**src/rtl/cr_pmp_chk_pkg.sv**
```systemverilog
// Shared constants and types for the pipelined PMP permission checker.
package cr_pmp_chk_pkg;

    localparam logic [1:0] PRIV_M = 2'b11;

    typedef struct packed {
        logic lsu;
        logic st;
        logic nohit;
    } rec_flags_t;

    function automatic bit pmp_cfg_legal(input int nreg, input int idxw);
        return (nreg >= 1) && (nreg <= 16) && ((1 << idxw) >= nreg);
    endfunction

endpackage

```
**src/rtl/cr_pmp_chk_chan.sv**
```systemverilog
// One PMP check channel: priority encoder, deny rule and a one-entry result stage.
module cr_pmp_chk_chan
    import cr_pmp_chk_pkg::*;
#(
    parameter int NREG = 8,
    parameter int IDXW = 4
) (
    input  logic            clk,
    input  logic            rst_n,
    input  logic            req_vld,
    output logic            req_rdy,
    input  logic [NREG-1:0] hit,
    input  logic [NREG-1:0] perm,
    input  logic [NREG-1:0] lock,
    input  logic            priv_m,
    input  logic            rsp_rdy,
    output logic            rsp_vld,
    output logic            rsp_deny,
    output logic            acc,
    output logic            acc_deny,
    output logic            acc_nohit,
    output logic [IDXW-1:0] acc_idx
);

    logic            rsp_vld_d, rsp_vld_q;
    logic            rsp_deny_d, rsp_deny_q;
    logic            sel_perm, sel_lock;
    logic [IDXW-1:0] sel_idx;

    // Descending scan so the lowest set hit bit is the one left standing.
    always_comb begin
        sel_idx  = '0;
        sel_perm = 1'b0;
        sel_lock = 1'b0;
        for (int i = NREG - 1; i >= 0; i--) begin
            if (hit[i]) begin
                sel_idx  = IDXW'(i);
                sel_perm = perm[i];
                sel_lock = lock[i];
            end
        end
    end

    always_comb begin
        acc_nohit = ~|hit;
        acc_idx   = sel_idx;
        if (acc_nohit) begin
            acc_deny = !priv_m;
        end else if (priv_m && !sel_lock) begin
            acc_deny = 1'b0;
        end else begin
            acc_deny = !sel_perm;
        end
    end

    assign req_rdy = !rsp_vld_q || rsp_rdy;
    assign acc     = req_vld && req_rdy;

    always_comb begin
        rsp_vld_d  = rsp_vld_q;
        rsp_deny_d = rsp_deny_q;
        if (acc) begin
            rsp_vld_d  = 1'b1;
            rsp_deny_d = acc_deny;
        end else if (rsp_rdy) begin
            rsp_vld_d  = 1'b0;
        end
    end

    always_ff @(posedge clk or negedge rst_n) begin
        if (!rst_n) begin
            rsp_vld_q  <= 1'b0;
            rsp_deny_q <= 1'b0;
        end else begin
            rsp_vld_q  <= rsp_vld_d;
            rsp_deny_q <= rsp_deny_d;
        end
    end

    assign rsp_vld  = rsp_vld_q;
    assign rsp_deny = rsp_deny_q;

endmodule

```
**src/rtl/cr_pmp_chk_pipe.sv**
```systemverilog
// Registered PMP checker for IFU and LSU with a sticky first-fault record and deny counter.
module cr_pmp_chk_pipe
    import cr_pmp_chk_pkg::*;
#(
    parameter int NREG = 8,
    parameter int IDXW = 4,
    parameter int CNTW = 16
) (
    input  logic            forever_cpuclk,
    input  logic            cpurst_b,
    input  logic [1:0]      cp0_pmp_mstatus_mpp,
    input  logic            cp0_pmp_mstatus_mprv,
    input  logic            cp0_yy_machine_mode_aft_dbg,
    input  logic            cp0_pmp_rec_clr,
    input  logic [NREG-1:0] regs_comp_read,
    input  logic [NREG-1:0] regs_comp_write,
    input  logic [NREG-1:0] regs_comp_excut,
    input  logic [NREG-1:0] regs_comp_lock,
    input  logic            ifu_pmp_req_vld,
    output logic            ifu_pmp_req_rdy,
    input  logic [NREG-1:0] ifu_pmp_hit,
    input  logic            ifu_pmp_mmode,
    input  logic            lsu_pmp_req_vld,
    output logic            lsu_pmp_req_rdy,
    input  logic [NREG-1:0] lsu_pmp_hit,
    input  logic            lsu_pmp_is_st,
    output logic            pmp_ifu_rsp_vld,
    input  logic            ifu_pmp_rsp_rdy,
    output logic            pmp_ifu_deny,
    output logic            pmp_lsu_rsp_vld,
    input  logic            lsu_pmp_rsp_rdy,
    output logic            pmp_lsu_deny,
    output logic            pmp_cp0_rec_vld,
    output logic            pmp_cp0_rec_lsu,
    output logic            pmp_cp0_rec_st,
    output logic            pmp_cp0_rec_nohit,
    output logic [IDXW-1:0] pmp_cp0_rec_idx,
    output logic [CNTW-1:0] pmp_cp0_deny_cnt
);

    if (!pmp_cfg_legal(NREG, IDXW)) begin : g_cfg_err
        $error("cr_pmp_chk_pipe: NREG must be 1..16 and fit in IDXW bits");
    end

    localparam int SUMW = CNTW + 1;

    logic            lsu_priv_m;
    logic            ifu_acc, ifu_acc_deny, ifu_acc_nohit;
    logic            lsu_acc, lsu_acc_deny, lsu_acc_nohit;
    logic [IDXW-1:0] ifu_acc_idx, lsu_acc_idx;
    logic            ifu_den, lsu_den;

    logic            rec_vld_d, rec_vld_q, rec_vld_base;
    rec_flags_t      rec_flags_d, rec_flags_q;
    logic [IDXW-1:0] rec_idx_d, rec_idx_q;
    logic [CNTW-1:0] cnt_d, cnt_q, cnt_base;
    logic [SUMW-1:0] cnt_sum;

    // MPRV redirects LSU checks to the privilege held in MPP.
    assign lsu_priv_m = cp0_pmp_mstatus_mprv ? (cp0_pmp_mstatus_mpp == PRIV_M)
                                             : cp0_yy_machine_mode_aft_dbg;

    cr_pmp_chk_chan #(.NREG(NREG), .IDXW(IDXW)) u_ifu_chan (
        .clk       (forever_cpuclk),
        .rst_n     (cpurst_b),
        .req_vld   (ifu_pmp_req_vld),
        .req_rdy   (ifu_pmp_req_rdy),
        .hit       (ifu_pmp_hit),
        .perm      (regs_comp_excut),
        .lock      (regs_comp_lock),
        .priv_m    (ifu_pmp_mmode),
        .rsp_rdy   (ifu_pmp_rsp_rdy),
        .rsp_vld   (pmp_ifu_rsp_vld),
        .rsp_deny  (pmp_ifu_deny),
        .acc       (ifu_acc),
        .acc_deny  (ifu_acc_deny),
        .acc_nohit (ifu_acc_nohit),
        .acc_idx   (ifu_acc_idx)
    );

    cr_pmp_chk_chan #(.NREG(NREG), .IDXW(IDXW)) u_lsu_chan (
        .clk       (forever_cpuclk),
        .rst_n     (cpurst_b),
        .req_vld   (lsu_pmp_req_vld),
        .req_rdy   (lsu_pmp_req_rdy),
        .hit       (lsu_pmp_hit),
        .perm      (lsu_pmp_is_st ? regs_comp_write : regs_comp_read),
        .lock      (regs_comp_lock),
        .priv_m    (lsu_priv_m),
        .rsp_rdy   (lsu_pmp_rsp_rdy),
        .rsp_vld   (pmp_lsu_rsp_vld),
        .rsp_deny  (pmp_lsu_deny),
        .acc       (lsu_acc),
        .acc_deny  (lsu_acc_deny),
        .acc_nohit (lsu_acc_nohit),
        .acc_idx   (lsu_acc_idx)
    );

    assign ifu_den = ifu_acc && ifu_acc_deny;
    assign lsu_den = lsu_acc && lsu_acc_deny;

    // A clear in the same cycle as a deny empties the record first, so the new fault lands.
    always_comb begin
        rec_vld_base = rec_vld_q && !cp0_pmp_rec_clr;
        rec_vld_d    = rec_vld_base;
        rec_flags_d  = cp0_pmp_rec_clr ? '0 : rec_flags_q;
        rec_idx_d    = cp0_pmp_rec_clr ? '0 : rec_idx_q;
        if (!rec_vld_base && lsu_den) begin
            rec_vld_d         = 1'b1;
            rec_flags_d.lsu   = 1'b1;
            rec_flags_d.st    = lsu_pmp_is_st;
            rec_flags_d.nohit = lsu_acc_nohit;
            rec_idx_d         = lsu_acc_idx;
        end else if (!rec_vld_base && ifu_den) begin
            rec_vld_d         = 1'b1;
            rec_flags_d.lsu   = 1'b0;
            rec_flags_d.st    = 1'b0;
            rec_flags_d.nohit = ifu_acc_nohit;
            rec_idx_d         = ifu_acc_idx;
        end

        cnt_base = cp0_pmp_rec_clr ? '0 : cnt_q;
        cnt_sum  = {1'b0, cnt_base} + SUMW'(ifu_den) + SUMW'(lsu_den);
        cnt_d    = cnt_sum[CNTW] ? '1 : cnt_sum[CNTW-1:0];
    end

    always_ff @(posedge forever_cpuclk or negedge cpurst_b) begin
        if (!cpurst_b) begin
            rec_vld_q   <= 1'b0;
            rec_flags_q <= '0;
            rec_idx_q   <= '0;
            cnt_q       <= '0;
        end else begin
            rec_vld_q   <= rec_vld_d;
            rec_flags_q <= rec_flags_d;
            rec_idx_q   <= rec_idx_d;
            cnt_q       <= cnt_d;
        end
    end

    assign pmp_cp0_rec_vld   = rec_vld_q;
    assign pmp_cp0_rec_lsu   = rec_flags_q.lsu;
    assign pmp_cp0_rec_st    = rec_flags_q.st;
    assign pmp_cp0_rec_nohit = rec_flags_q.nohit;
    assign pmp_cp0_rec_idx   = rec_idx_q;
    assign pmp_cp0_deny_cnt  = cnt_q;

endmodule
```
**config.mk**
```make
export PLATFORM = sky130hd
export DESIGN_NAME = cr_pmp_chk_pipe
export DESIGN_NICKNAME = d
export VERILOG_FILES = /design/src/rtl/cr_pmp_chk_pkg.sv /design/src/rtl/cr_pmp_chk_chan.sv /design/src/rtl/cr_pmp_chk_pipe.sv
export SDC_FILE = /design/constraint.sdc
export NUM_CORES = 1
export LEC_CHECK = 0
export CAP_MARGIN = 20
export CORE_ASPECT_RATIO = 0.75
export CORE_MARGIN = 8
export CORE_UTILIZATION = 40
export DETAILED_ROUTE_END_ITERATION = 16
export DONT_BUFFER_PORTS = 1
export GPL_ROUTABILITY_DRIVEN = 1
export PLACE_DENSITY = 0.57
export SLEW_MARGIN = 25
export SYNTH_ARGS = -nofsm -noshare
export SYNTH_HDL_FRONTEND = slang
export SYNTH_SLANG_ARGS = --single-unit
export TNS_END_PERCENT = 50
```
**constraint.sdc**
```tcl
create_clock -name forever_cpuclk -period 5.2 [get_ports forever_cpuclk]
set_input_delay 0.26 -clock forever_cpuclk [delete_from_list [all_inputs] [get_ports forever_cpuclk]]
set_output_delay 0.26 -clock forever_cpuclk [all_outputs]
set_load 0.005 [all_outputs]
```
; Yosys cells after proc, flatten, opt, wreduce, memory -nomap -nowiden
; Cells that the tools add are included.
; Widths: inputs -> output; s select.
[totals]
inputBits = 61
out_inout_bits = 30
ff_bits = 28
word_cells = 109
[op_classes]
n_reduce_logical = 28
n_eq_ne = 1
muxes = 68
add_sub_neg = 2
[op_table]
columns = op, n
row1 = $mux 3, 19
row2 = $mux 1, 43
row3 = $mux 16, 2
row4 = $add 16x1->17, 1
row5 = $add 17x1->17, 1
row6 = $reduce_or 8->1, 2
row7 = $logic_not 1->1, 12
row8 = $mux 4, 3
row9 = $logic_and 1x1->1, 9
row10 = $mux 8, 1
row11 = $reduce_bool 2->1, 2
row12 = $reduce_bool 3->1, 1
row13 = $eq 2x2->1 const B, 1
row14 = $logic_or 1x1->1, 2

; Depth between registers and ports, before layout
; Gate-level depths: netlist of the first run.
[logic_depth]
ltp_word = 16
mapped_depth = 16
mapped_depth_nobuf = 15

; By module
; A second synthesis of the first run with hierarchy kept.
[hier_totals]
cells_unflattened = 223
area_unflattened_um2 = 2035.7
[by_module_without_submodules]
columns = module, cells_each, area_each_um2, n_inst, seq_area_each_um2
row1 = cr_pmp_chk_pipe, 129, 1330.0, 1, 600.6
row2 = cr_pmp_chk_chan, 47, 352.8, 2, 50.0

; Least setup slack after synthesis of the first run
; No wires, ideal clock.
[synth_path]
path_kind = in2reg
startpoint = input lsu_pmp_hit[1]
endpoint = register cnt_q[10] (netlist: pmp_cp0_deny_cnt[10])
cell_stages = 15
setup_time_ns = 0.139
t_arrival_ns = 3.315
setup_slack_ns = 1.746
n_path_buf = 2
t_required_ns = 5.061
cell_sequence = or4b_2 > o211a_1 > o311ai_1 > or4_1 > buf_6 > clkinv_4 > fa_1 > ha_1 > and3_1 > and3_1 > nand4_1 > nor2_1 > nand3_1 > clkbuf_1 > o21ai_0
[synth_between]
elab_chain_cells = 9
word_cells_on_any_way = 13
classes_between = 1 x add/sub / 7 x mux / 5 x reduce/logical
[synth_rtl]
columns = item, line_no
row1 = start: declaration, cr_pmp_chk_pipe.sv:25  ; input logic [NREG-1:0] lsu_pmp_hit,
row2 = $mux 1 (2 in a row), cr_pmp_chk_chan.sv:36  ; if (hit[i]) begin
row3 = $logic_not 1->1, cr_pmp_chk_chan.sv:49  ; end else if (priv_m && !sel_lock) begin
row4 = $logic_and 1x1->1, cr_pmp_chk_chan.sv:49
row5 = $mux 1, cr_pmp_chk_chan.sv:49
row6 = $mux 1 *, cr_pmp_chk_chan.sv:47  ; if (acc_nohit) begin
row7 = $logic_and 1x1->1 *, cr_pmp_chk_pipe.sv:100  ; assign lsu_den = lsu_acc && lsu_acc_deny;
row8 = $add 17x1->17 *, cr_pmp_chk_pipe.sv:123  ; cnt_sum = {1'b0, cnt_base} + SUMW'(ifu_den) + SUMW'(lsu_den);
row9 = $mux 16 *, cr_pmp_chk_pipe.sv:124  ; cnt_d = cnt_sum[CNTW] ? '1 : cnt_sum[CNTW-1:0];
row10 = named net cnt_d[10], cr_pmp_chk_pipe.sv:56  ; logic [CNTW-1:0] cnt_d, cnt_q, cnt_base;
row11 = end signal: assignment, cr_pmp_chk_pipe.sv:137  ; cnt_q <= cnt_d;
row12 = end: declaration, cr_pmp_chk_pipe.sv:56
; The timed path passes the listed nets; every way through them passes the cells marked *.
; A chain may end at the register's enable or synchronous reset.

; Worst setup path in the final report of the first run
[layout_path]
startpoint = input lsu_pmp_hit[1]
endpoint = register cnt_q[7] (netlist: pmp_cp0_deny_cnt[7])
; Same word-level chain as after synthesis.

==> metrics.md, run 1 <==
| Metric | Value |
|---|---|
| Min-delay src | `cp0_pmp_rec_clr` |
| Crit path DAT | `3.72 ns` |
| Root Driver | `clkbuf_8` |
| Final setup TNS | `0 ns` |
| Netlist cell types | `52` |
| Fraction of layout cells with a size suffix above 1 | `0.0721` |
| Worst Path Class, Setup | `in2reg` |
| Syn Inst Count | `222` |
| Max clock buf depth | `2` |
| DR pass1 iterations | `4` |
| Max Freq | `278 MHz` |
| Initial antenna violation count | `0` |
| Element type at the critical path end | `register` |
| H-tree depth | `1` |
| # diodes | `0` |
| Commonest non-fill, non-tap cell in the layout | `dfrtp_1` |
| First-pass GRT wire length | `7.96 mm` |
| Clk slew on worst S/H paths | `0.10 ns` |
| Setup violators final | `0` |
| Hold WS | `0.0437 ns` |
| Clk sinks | `27` |
| Reg2Reg Depth | `13` |
| Relative slew slack | `0.614` |
| Hold Path End | `pmp_cp0_deny_cnt[14]$_DFF_PN0_` |
| DIE HEIGHT | `75.6 um` |
| Final Critical Period | `3.59 ns` |
| WHS Path Cells | `1` |
| Remaining DRCs | `0` |
| Number of vias per cell | `5.81` |
| Leakage | `0.871 nW` |
| Worst Skew | `0.00852 ns` |
| Hold Crit Class | `in2reg` |
| Worst R2R Setup Slack | `1.61 ns` |
| Drt first-iter violations | `131` |
| CTS tree | `yes` |
| Most frequent cells in the layout | `27 x dfrtp_1, 23 x nand2_1, 19 x nor2_1, 17 x o21ai_0, 12 x nor2b_1` |
| Mapped cell area | `0.00189 mm^2` |
| Remaining global-route overflow | `0` |
| CTS Hold Buffers Added | `2` |
| Number of synthesized flops with an enable pin | `0` |
| HPWL after DPL | `4.34 mm` |
| DP Area | `0.00192 mm^2` |
| Postcts setup bufs | `0` |
| Period utilisation layout | `0.691` |
| Core region area | `0.00452 mm^2` |
| Routed via count | `1621` |
| Pin count of the biggest net entering global routing | `28` |
| Clk Latency, worst-skew pair | `0.27 ns` |
| I/O pin total | `91` |
| Fin. Hold Viols | `0` |
| Max VDD drop | `105 uV` |
| Final Cell Area | `0.00200 mm^2` |
| Post-synthesis sequential area ratio | `0.357` |
| Critical Path Fanout Max | `14` |
| Async set-reset flop share out of synthesis | `1.00` |
| Die span in x | `95.5 um` |
| Post-synth top flop | `dfrtp_1` |
| Ys Warns | `0` |
| Pre-CTS setup slack | `1.27 ns` |
| WP data required | `5.32 ns` |
| Crit start category | `input port` |
| Routed len/inst | `19.1 um` |
| Die area | `0.00722 mm^2` |
| Final nets | `286` |
| Reg-to-Reg Start | `u_lsu_chan.rsp_vld$_DFFE_PN0P_` |
| FF-to-FF End | `pmp_cp0_deny_cnt[7]$_DFF_PN0_` |
| Rows | `21` |
| Total nets after synthesis | `285` |
| Fillers | `460` |
| Max_cap viols | `0` |
| Initial Util | `0.419` |
| Area Overhead vs Synth | `5.75%` |
| RD Place Congestion | `0.784` |
| GRT Util Overall | `0.139` |
| Status | `finished clean` |
| RSZ-0062 raised after global routing | `false` |
| Num CTS Buffers | `3` |
| Syn Area/Cell | `8.53 um^2` |
| Pwr Density | `216 mW/mm^2` |
| Total Wirelength | `5.33 mm` |
| Vias in the first global route | `1479` |
| Fin worst setup slack | `1.61 ns` |
| Worst-Margin Slew | `0.573 ns` |
| Number of synthesized register bits | `27` |
| Post-route ant nets | `0` |
| Number of gates resized after cts | `0` |
| Final slew viol count | `0` |
| # port buffers | `0` |
worst max path at each step:
| stage | cells past startpoint | start | slack [ns] | endpoint |
|---|---|---|---|---|
| finish | 13 | lsu_pmp_hit[1] | 1.61 | pmp_cp0_deny_cnt[7]$_DFF_PN0_ |
| global route | 13 | u_lsu_chan.rsp_vld$_DFFE_PN0P_ | 1.22 | pmp_cp0_deny_cnt[12]$_DFF_PN0_ |
| CTS | 13 | u_lsu_chan.rsp_vld$_DFFE_PN0P_ | 1.56 | pmp_cp0_deny_cnt[7]$_DFF_PN0_ |
| detailed placement | 13 | lsu_pmp_hit[1] | 1.27 | pmp_cp0_deny_cnt[10]$_DFF_PN0_ |
| global placement | 13 | lsu_pmp_hit[1] | 1.43 | pmp_cp0_deny_cnt[3]$_DFF_PN0_ |
| floorplan | 15 | lsu_pmp_hit[1] | 1.75 | pmp_cp0_deny_cnt[10]$_DFF_PN0_ |
state kept, by name (all words and copies together), names as in the netlist:
signal / cells
u_lsu_chan.rsp_vld: 1
pmp_cp0_rec_nohit: 1
u_lsu_chan.rsp_deny: 1
u_ifu_chan.rsp_deny: 1
pmp_cp0_rec_vld: 1
pmp_cp0_rec_idx: 3
pmp_cp0_rec_lsu: 1
pmp_cp0_rec_st: 1
pmp_cp0_deny_cnt: 16
u_ifu_chan.rsp_vld: 1
report_power, final:
part	internal, mW	switching [mW]
Clock	0.0543	0.0655
Sequential	0.224	0.0150
Combinational	0.0339	0.0400
synthesized netlist by cell type, types with 4 or more instances:
master    instances  share of area
a21oi_1           7          0.018
a221oi_1          4          0.018
a31oi_1           6          0.020
and3_1            5          0.017
dfrtp_1          27           0.36
inv_1            11          0.022
mux2i_1           4          0.021
nand2_1          23          0.046
nand2b_1          8          0.026
nand3_1           8          0.021
nand4_1           4          0.013
nor2_1           19          0.038
nor2b_1          12          0.040
nor3_1            5          0.013
nor3b_1           4          0.016
o21ai_0          17          0.045
xnor2_1           6          0.028
through the flow:
stage / instances / utilization / total power [mW]
finish: 279 / 0.443 / 0.433
global placement: 273 / 0.426 / 0.313
CTS: 279 / 0.443 / 0.439
global route: 279 / 0.443 / 0.461
floorplan: 222 / - / 0.300
detailed placement: 273 / 0.426 / 0.312
layout make-up:
type                       count  area [um^2]  area share
inverter                      12         50.0      0.0250
clock inverter                 1         7.51     0.00375
clock buffer                   3         41.3      0.0206
multi-input combinational    177         1130       0.563
timing repair buffer           2         30.0      0.0150
tap                           57         71.3      0.0356
sequential                    27          676       0.337
critical path, cell delays in order:
cell,delay [ns]
or4b_2,0.66
o211a_1,0.24
o311ai_1,0.08
or4_1,0.41
clkinv_4,0.13
fa_1,0.48
ha_1,0.22
and3_1,0.20
and3_1,0.20
nand4_1,0.20
nor2_1,0.07
nand3_1,0.36
o21ai_0,0.18
cell families (layout without fill, tap and decap cells):
| logic type | count (synthesis) | count (layout) | synth area share |
|---|---|---|---|
| and+or+nand+nor | 98 | 98 | 0.268 |
| AOI/OAI and AO/OA | 59 | 59 | 0.217 |
| DFF | 27 | 27 | 0.357 |
| buffers and inverters | 18 | 18 | 0.0482 |
| xor gates and xnor gates | 9 | 9 | 0.0416 |
| muxes | 8 | 8 | 0.0489 |
| adders and majority gates | 2 | 2 | 0.0172 |
| other | 1 | 1 | 0.00198 |
layer usage:
metal | global-route usage | routed length [um] | share of wire | up-vias
met5 | 0 | 0 | 0 | -
li1 | - | - | - | 805
met2 | 0.183 | 2170 | 0.41 | 72
met4 | 0.0102 | 0 | 0 | 0
met3 | 0.0669 | 685 | 0.13 | 0
met1 | 0.202 | 2470 | 0.46 | 744
No activity file was read; power rests on OpenSTA's default activity.
==> run 2, diff against run 1 <==
--- a/config.mk
+++ b/config.mk
@@ -12,7 +12,7 @@
 export DETAILED_ROUTE_END_ITERATION = 16
 export DONT_BUFFER_PORTS = 1
 export GPL_ROUTABILITY_DRIVEN = 1
-export PLACE_DENSITY = 0.57
+export PLACE_DENSITY = 0.59
 export SLEW_MARGIN = 25
 export SYNTH_ARGS = -nofsm -noshare
 export SYNTH_HDL_FRONTEND = slang
==> constraint.sdc (replaced) <==
create_clock -name forever_cpuclk -period 3.2 [get_ports forever_cpuclk]
set_input_delay 0.16 -clock forever_cpuclk [delete_from_list [all_inputs] [get_ports forever_cpuclk]]
set_output_delay 0.16 -clock forever_cpuclk [all_outputs]
set_load 0.005 [all_outputs]
==> run 2 against run 1 <==
Effect of this change:
- register-to-register slack worse by 1.4 ns
- setup slack worse by 1.4 ns
- combinational power is 77% higher
- design area is 5.0% higher
- non-clock buffer count is 9 higher
- clock power is 60% higher
- critical path depth is 1 higher
- clock skew is 0.0069 ns lower
==> metrics.md, run 2 (same netlist as run 1, synthesis figures left out) <==
| Metric | Value |
|---|---|
| Number of vias per cell | `5.81 (about the same)` |
| HPWL after DPL | `4.48 mm (+3.3%)` |
| Crit start category | `register` |
| Reg2Reg Depth | `14 (+1)` |
| RD Place Congestion | `0.809 (+3.1%)` |
| DIE HEIGHT | `75.6 um (unchanged)` |
| Overall power consumption | `713 uW (+65%)` |
| Setup violators final | `0 (unchanged)` |
| GRT Util Overall | `0.146 (+0.00712)` |
| Final nets | `295 (+3.1%)` |
| Remaining DRCs | `0 (unchanged)` |
| Total Wirelength | `5.63 mm (+5.6%)` |
| Num CTS Buffers | `3 (unchanged)` |
| Root Driver | `clkbuf_8` |
| Crit path DAT | `3.12 ns (-0.60 ns)` |
| Rows | `21 (unchanged)` |
| First-pass GRT wire length | `8.34 mm (+4.9%)` |
| WHS Path Cells | `1 (unchanged)` |
| Most frequent cells in the layout | `27 x dfrtp_1, 23 x nand2_1, 19 x nor2_1, 17 x o21ai_0, 12 x nor2b_1` |
| Clk Latency, worst-skew pair | `0.27 ns (about the same)` |
| WP data required | `3.35 ns (-1.97 ns)` |
| Reg-to-Reg Start | `u_lsu_chan.rsp_vld$_DFFE_PN0P_` |
| Die area | `0.00722 mm^2 (unchanged)` |
| H-tree depth | `1 (unchanged)` |
| DR pass1 iterations | `4 (unchanged)` |
| Max clock buf depth | `2 (unchanged)` |
| Cell mode on critical path | `nand4_1` |
| Remaining global-route overflow | `0 (unchanged)` |
| Post-route ant nets | `0 (unchanged)` |
| RSZ-0062 raised after global routing | `false` |
| Hold Path End | `pmp_cp0_deny_cnt[3]$_DFF_PN0_` |
| Clk slew on worst S/H paths | `0.09 ns (about the same)` |
| Die span in x | `95.5 um (unchanged)` |
| Max VDD drop | `214 uV (+100%)` |
| Element type at the critical path end | `register` |
| Pin count of the biggest net entering global routing | `28 (unchanged)` |
| Fin. Hold Viols | `0 (unchanged)` |
| Worst R2R Setup Slack | `0.24 ns (-1.37 ns)` |
| Min-delay src | `cp0_pmp_rec_clr` |
| I/O pin total | `91 (unchanged)` |
| Hold Crit Class | `in2reg` |
| Period utilisation layout | `0.926` |
| Worst Skew | `0.00159 ns (-0.00693 ns)` |
| Max Freq | `337 MHz` |
| Final slew viol count | `0 (unchanged)` |
| FF-to-FF End | `pmp_cp0_deny_cnt[11]$_DFF_PN0_` |
| Util after Layout | `0.465 (+0.0221)` |
| # diodes | `0 (unchanged)` |
| Critical Path Fanout Max | `4 (-10)` |
| # port buffers | `0 (unchanged)` |
| Commonest non-fill, non-tap cell in the layout | `dfrtp_1` |
| Pwr Density | `339 mW/mm^2 (+57%)` |
| Max reg flops | `16 (unchanged)` |
| CP max stage cell | `or4_4` |
| Clk sinks | `27 (unchanged)` |
| Post-Layout Cell Count | `288 (+3.2%)` |
| Final setup TNS | `0 ns (unchanged)` |
| Initial Util | `0.419 (unchanged)` |
| Status | `finished clean` |
| Routed len/inst | `19.5 um (+2.3%)` |
| CP peak stage delay | `0.47 ns (-0.19 ns)` |
| Sequence of cells on the critical path | `nand2b_4 > o211a_1 > o311ai_1 > or4_4 > clkinv_4 > fa_2 > nand4_1 > nor3b_2 > and2_1 > nand4_1 > buf_4 > nor2_1 > xnor2_1 > o21ai_0` |
| Final Critical Period | `2.96 ns` |
| Placed cells | `278 (+1.8%)` |
| Drt first-iter violations | `82 (-37%)` |
| Fraction of layout cells with a size suffix above 1 | `0.121 (+0.0491)` |
| Leakage | `0.920 nW (+5.6%)` |
| Initial antenna violation count | `0 (unchanged)` |
| Area Overhead vs Synth | `11.0%` |
| Core region area | `0.00452 mm^2 (unchanged)` |
| CTS tree | `yes` |
| Vias in the first global route | `1574 (+6.4%)` |
| Max_cap viols | `0 (unchanged)` |
| Routed via count | `1673 (+3.2%)` |
| Worst Path Class, Setup | `reg2reg` |
## run 2: cell count changes in the layout (fill, tap and decap cells not counted), sizes merged
cell / before / now
buf: 1 / 7
dlygate4sd3: 1 / 4
clkinvlp: 1 / 0
clkinv: 1 / 2
## run 2: where the power goes
| group | leakage, nW | total (mW) | internal [mW] | switching (mW) |
|---|---|---|---|---|
| registers | 0.360 | 0.390 | 0.364 | 0.0259 |
| logic | 0.534 | 0.131 | 0.0623 | 0.0687 |
| clock network | 0.0255 | 0.192 | 0.0872 | 0.105 |
## run 2: what timing repair did
action | CTS | global route
endpoints found under the setup margin | 0 | 11
hold buffers | 5 | 0
setup buffers | 0 | 1
hold endpoints to repair | 37 | 0
resized for setup | 0 | 5
## run 2: how the worst max path moves through the flow
stage / start / to / slack, ns / cells after the start
floorplan: lsu_pmp_hit[1] / pmp_cp0_deny_cnt[10]$_DFF_PN0_ / 0.05 / 15
global placement: lsu_pmp_is_st / pmp_cp0_deny_cnt[13]$_DFF_PN0_ / 0.08 / 13
global route: u_lsu_chan.rsp_vld$_DFFE_PN0P_ / pmp_cp0_deny_cnt[14]$_DFF_PN0_ / 0.03 / 15
finish: u_lsu_chan.rsp_vld$_DFFE_PN0P_ / pmp_cp0_deny_cnt[11]$_DFF_PN0_ / 0.24 / 14
detailed placement: lsu_pmp_hit[1] / pmp_cp0_deny_cnt[12]$_DFF_PN0_ / 0.02 / 14
CTS: u_lsu_chan.rsp_vld$_DFFE_PN0P_ / pmp_cp0_deny_cnt[13]$_DFF_PN0_ / 0.09 / 13
## run 2: per-stage QoR
step	setup slack, ns	instance area, um^2	hold WS, ns
after global routing	0.0338	2100	0.00404
after CTS	0.0866	2070	0.00670
after global placement	0.0752	1960	-0.134
final	0.236	2100	0.00458
after floorplan	0.0540	1910	-0.136
after detailed placement	0.0219	1960	-0.134
## run 2: critical path, delay by kind of cell (launching register included)
family                     cells  cell delay, ns
adders and majority gates      1            0.22
and+or+nand+nor                7            1.44
AOI/OAI and AO/OA              3            0.36
buffers and inverters          2            0.29
DFF                            1            0.43
xor gates and xnor gates       1            0.12
## run 2: routing by layer
metal	vias to the layer above	part of all wire	global-route usage
li1	832	-	-
met1	777	0.48	0.222
met2	64	0.41	0.189
met3	0	0.11	0.0600
met4	0	0	0.0102
met5	-	0	0
## run 2: area by class of cell
type	instances	area (um^2)
inverters	12	50.0
fillers	447	2420
multi-input cells	177	1150
clock inverters	1	5.00
well taps	57	71.3
clock buffers	3	41.3
flip-flops and latches	27	676
repair buffers	11	105
==> run 3, diff against run 2 <==
--- a/config.mk
+++ b/config.mk
@@ -12,7 +12,9 @@
 export DETAILED_ROUTE_END_ITERATION = 16
 export DONT_BUFFER_PORTS = 1
 export GPL_ROUTABILITY_DRIVEN = 1
+export HOLD_SLACK_MARGIN = 0.1
 export PLACE_DENSITY = 0.59
+export SETUP_SLACK_MARGIN = 0.3
 export SLEW_MARGIN = 25
 export SYNTH_ARGS = -nofsm -noshare
 export SYNTH_HDL_FRONTEND = slang
==> run 3 against run 2 <==
Effect of this change:
- the run now ends with negative hold slack left
- setup slack gained 0.065 ns
- clock skew grew 0.0039 ns
- clock power is essentially flat
- maximum frequency grew 2.2%
- via count grew 1.4%
- sequential power is essentially flat
- utilization grew 2.4 points
- critical path depth is the same
- sequential share of layout area shrank 1.6 points
- register-to-register slack gained 0.06 ns
- global-route usage shrank 0.075 points
- non-clock buffer count grew 5
- critical path type unchanged
- critical endpoint unchanged
- largest cell class unchanged
- highest routed layer unchanged
==> metrics.md, run 3 (same netlist as run 1, synthesis figures left out) <==
| Metric | Value |
|---|---|
| Status | `complete, but fails checks` |
| Violated checks | `negative hold slack` |
| Util after Layout | `0.489 (+0.0241)` |
| Crit path DAT | `3.10 ns (-0.02 ns)` |
| Routed len/inst | `18.5 um (-5.3%)` |
| Die area | `0.00722 mm^2 (unchanged)` |
| Leakage | `0.945 nW (+2.7%)` |
| Most frequent cells in the layout | `27 x dfrtp_1, 23 x nand2_1, 17 x nor2_1, 11 x nor2b_1, 11 x inv_1` |
| Hold WS | `-0.0475 ns (-0.0521 ns)` |
| I/O pin total | `91 (unchanged)` |
| CP Capture Point | `pmp_cp0_deny_cnt[11]$_DFF_PN0_` |
| Clk Latency, worst-skew pair | `0.27 ns (about the same)` |
| Critical Path Fanout Max | `4 (unchanged)` |
| Die span in x | `95.5 um (unchanged)` |
| Root Driver | `clkbuf_8` |
| Area Overhead vs Synth | `16.8%` |
| Worst Path Class, Setup | `reg2reg` |
| Remaining DRCs | `0 (unchanged)` |
| Initial Util | `0.419 (unchanged)` |
| Total Wirelength | `5.42 mm (-3.7%)` |
| Overall power consumption | `720 uW (+0.89%)` |
| Reg-to-Reg Start | `u_lsu_chan.rsp_vld$_DFFE_PN0P_` |
| H-tree depth | `1 (unchanged)` |
| Num CTS Buffers | `3 (unchanged)` |
| Commonest non-fill, non-tap cell in the layout | `dfrtp_1` |
| Fraction of layout cells with a size suffix above 1 | `0.182 (+0.0610)` |
| Number of vias per cell | `5.79 (-0.30%)` |
| DIE HEIGHT | `75.6 um (unchanged)` |
| Pwr Density | `325 mW/mm^2 (-4.1%)` |
| WP data required | `3.40 ns (+0.05 ns)` |
| Clk sinks | `27 (unchanged)` |
| Drt first-iter violations | `92 (+12%)` |
| Clk slew on worst S/H paths | `0.09 ns (about the same)` |
| Max reg flops | `16 (unchanged)` |
| HPWL after DPL | `4.32 mm (-3.7%)` |
| Initial antenna violation count | `0 (unchanged)` |
| CTS tree | `yes` |
| FF-to-FF End | `pmp_cp0_deny_cnt[11]$_DFF_PN0_` |
| Final slew viol count | `0 (unchanged)` |
| Pin count of the biggest net entering global routing | `28 (unchanged)` |
| CTS Hold Buffers Added | `5 (unchanged)` |
| Max_cap viols | `0 (unchanged)` |
| Pre-CTS setup slack | `0.0233 ns (+0.00137 ns)` |
| Final nets | `300 (+1.7%)` |
| # diodes | `0 (unchanged)` |
| Element type at the critical path end | `register` |
| Post-route ant nets | `0 (unchanged)` |
| Final setup TNS | `0 ns (unchanged)` |
| DR pass1 iterations | `4 (unchanged)` |
| Setup violators final | `0 (unchanged)` |
| Final Cell Area | `0.00221 mm^2 (+5.2%)` |
| Crit start category | `register` |
| Hold Crit Class | `in2reg` |
| Final Critical Period | `2.90 ns (-0.0648 ns)` |
| Core region area | `0.00452 mm^2 (unchanged)` |
| Period utilisation layout | `0.906 (-0.0202)` |
| Worst Skew | `0.00549 ns (+0.00389 ns)` |
| Remaining global-route overflow | `0 (unchanged)` |
| # port buffers | `0 (unchanged)` |
| Worst R2R Setup Slack | `0.30 ns (+0.06 ns)` |
| RSZ-0062 raised after global routing | `true` |
| Rows | `21 (unchanged)` |
| Fin worst setup slack | `0.301 ns (+0.0648 ns)` |
| First-pass GRT wire length | `8.33 mm (-0.17%)` |
| RD Place Congestion | `0.807 (-0.17%)` |
| Max clock buf depth | `2 (unchanged)` |
| Reg2Reg Depth | `14 (unchanged)` |
| Vias in the first global route | `1641 (+4.3%)` |
| Max VDD drop | `169 uV (-21%)` |
| DP Area | `0.00200 mm^2 (+1.7%)` |
| Origin of the worst setup path | `u_lsu_chan.rsp_vld$_DFFE_PN0P_` |
| Fin. Hold Viols | `9 (+9)` |
| Max Freq | `345 MHz (+2.2%)` |
| Routed via count | `1697 (+1.4%)` |
| GRT Util Overall | `0.145 (-0.000752)` |
[run 3: worst max-delay path, cell delays in order (launching register included)]
cell and delay [ns]:
dfrtp_1 0.41, nand2b_1 0.10, o211a_1 0.19, o311ai_4 0.10, or4_4 0.46, clkinv_4 0.07, fa_2 0.23, ha_4 0.15
and3_4 0.19, and3_4 0.20, nand4_1 0.17, nor2_1 0.18, nand3_2 0.13, buf_2 0.18, o21ai_1 0.07
[run 3: repair_timing]
action	CTS	global route
pin swaps	2	3
endpoints found under the hold margin	40	9
cloned	0	1
setup buffers	3	1
endpoints found under the setup margin	16	16
resized for setup	6	14
[run 3: worst min path at each step]
stage | startpoint | depth (start not counted) | end
after CTS | cp0_pmp_rec_clr | 1 | pmp_cp0_deny_cnt[14]$_DFF_PN0_
after floorplan | cpurst_b | 0 | pmp_cp0_deny_cnt[0]$_DFF_PN0_
after global routing | cp0_pmp_rec_clr | 1 | pmp_cp0_deny_cnt[14]$_DFF_PN0_
after global placement | cpurst_b | 0 | pmp_cp0_deny_cnt[3]$_DFF_PN0_
after detailed placement | cpurst_b | 0 | pmp_cp0_deny_cnt[3]$_DFF_PN0_
final | cp0_pmp_rec_clr | 1 | pmp_cp0_deny_cnt[14]$_DFF_PN0_
[run 3: final cells by class]
class,instances,area [um^2]
timing repair buffer,16,148
fill,450,2310
inverter,12,50.0
clock buffer,4,45.0
multi-input combinational,177,1220
sequential,27,676
tap,57,71.3
[run 3: metal layers]
metal / GRT usage / up-vias / part of all wire
met5: 0 / - / 0
met4: 0.0102 / 0 / 0
met3: 0.0581 / 0 / 0.13
met2: 0.193 / 79 / 0.41
met1: 0.217 / 779 / 0.47
li1: - / 839 / -
[run 3: where the power goes]
group          total, mW  internal [mW]  switching [mW]
sequential         0.390          0.364          0.0256
combinational      0.138         0.0673          0.0705
clock              0.192         0.0891           0.103
total              0.720          0.521           0.199
[run 3: metrics by stage]
stage	hold WS, ns	std cells
after CTS	-0.0585	291
final	-0.0475	293
after global placement	-0.134	279
after global routing	-0.0576	293
after detailed placement	-0.134	279
after floorplan	-0.136	222
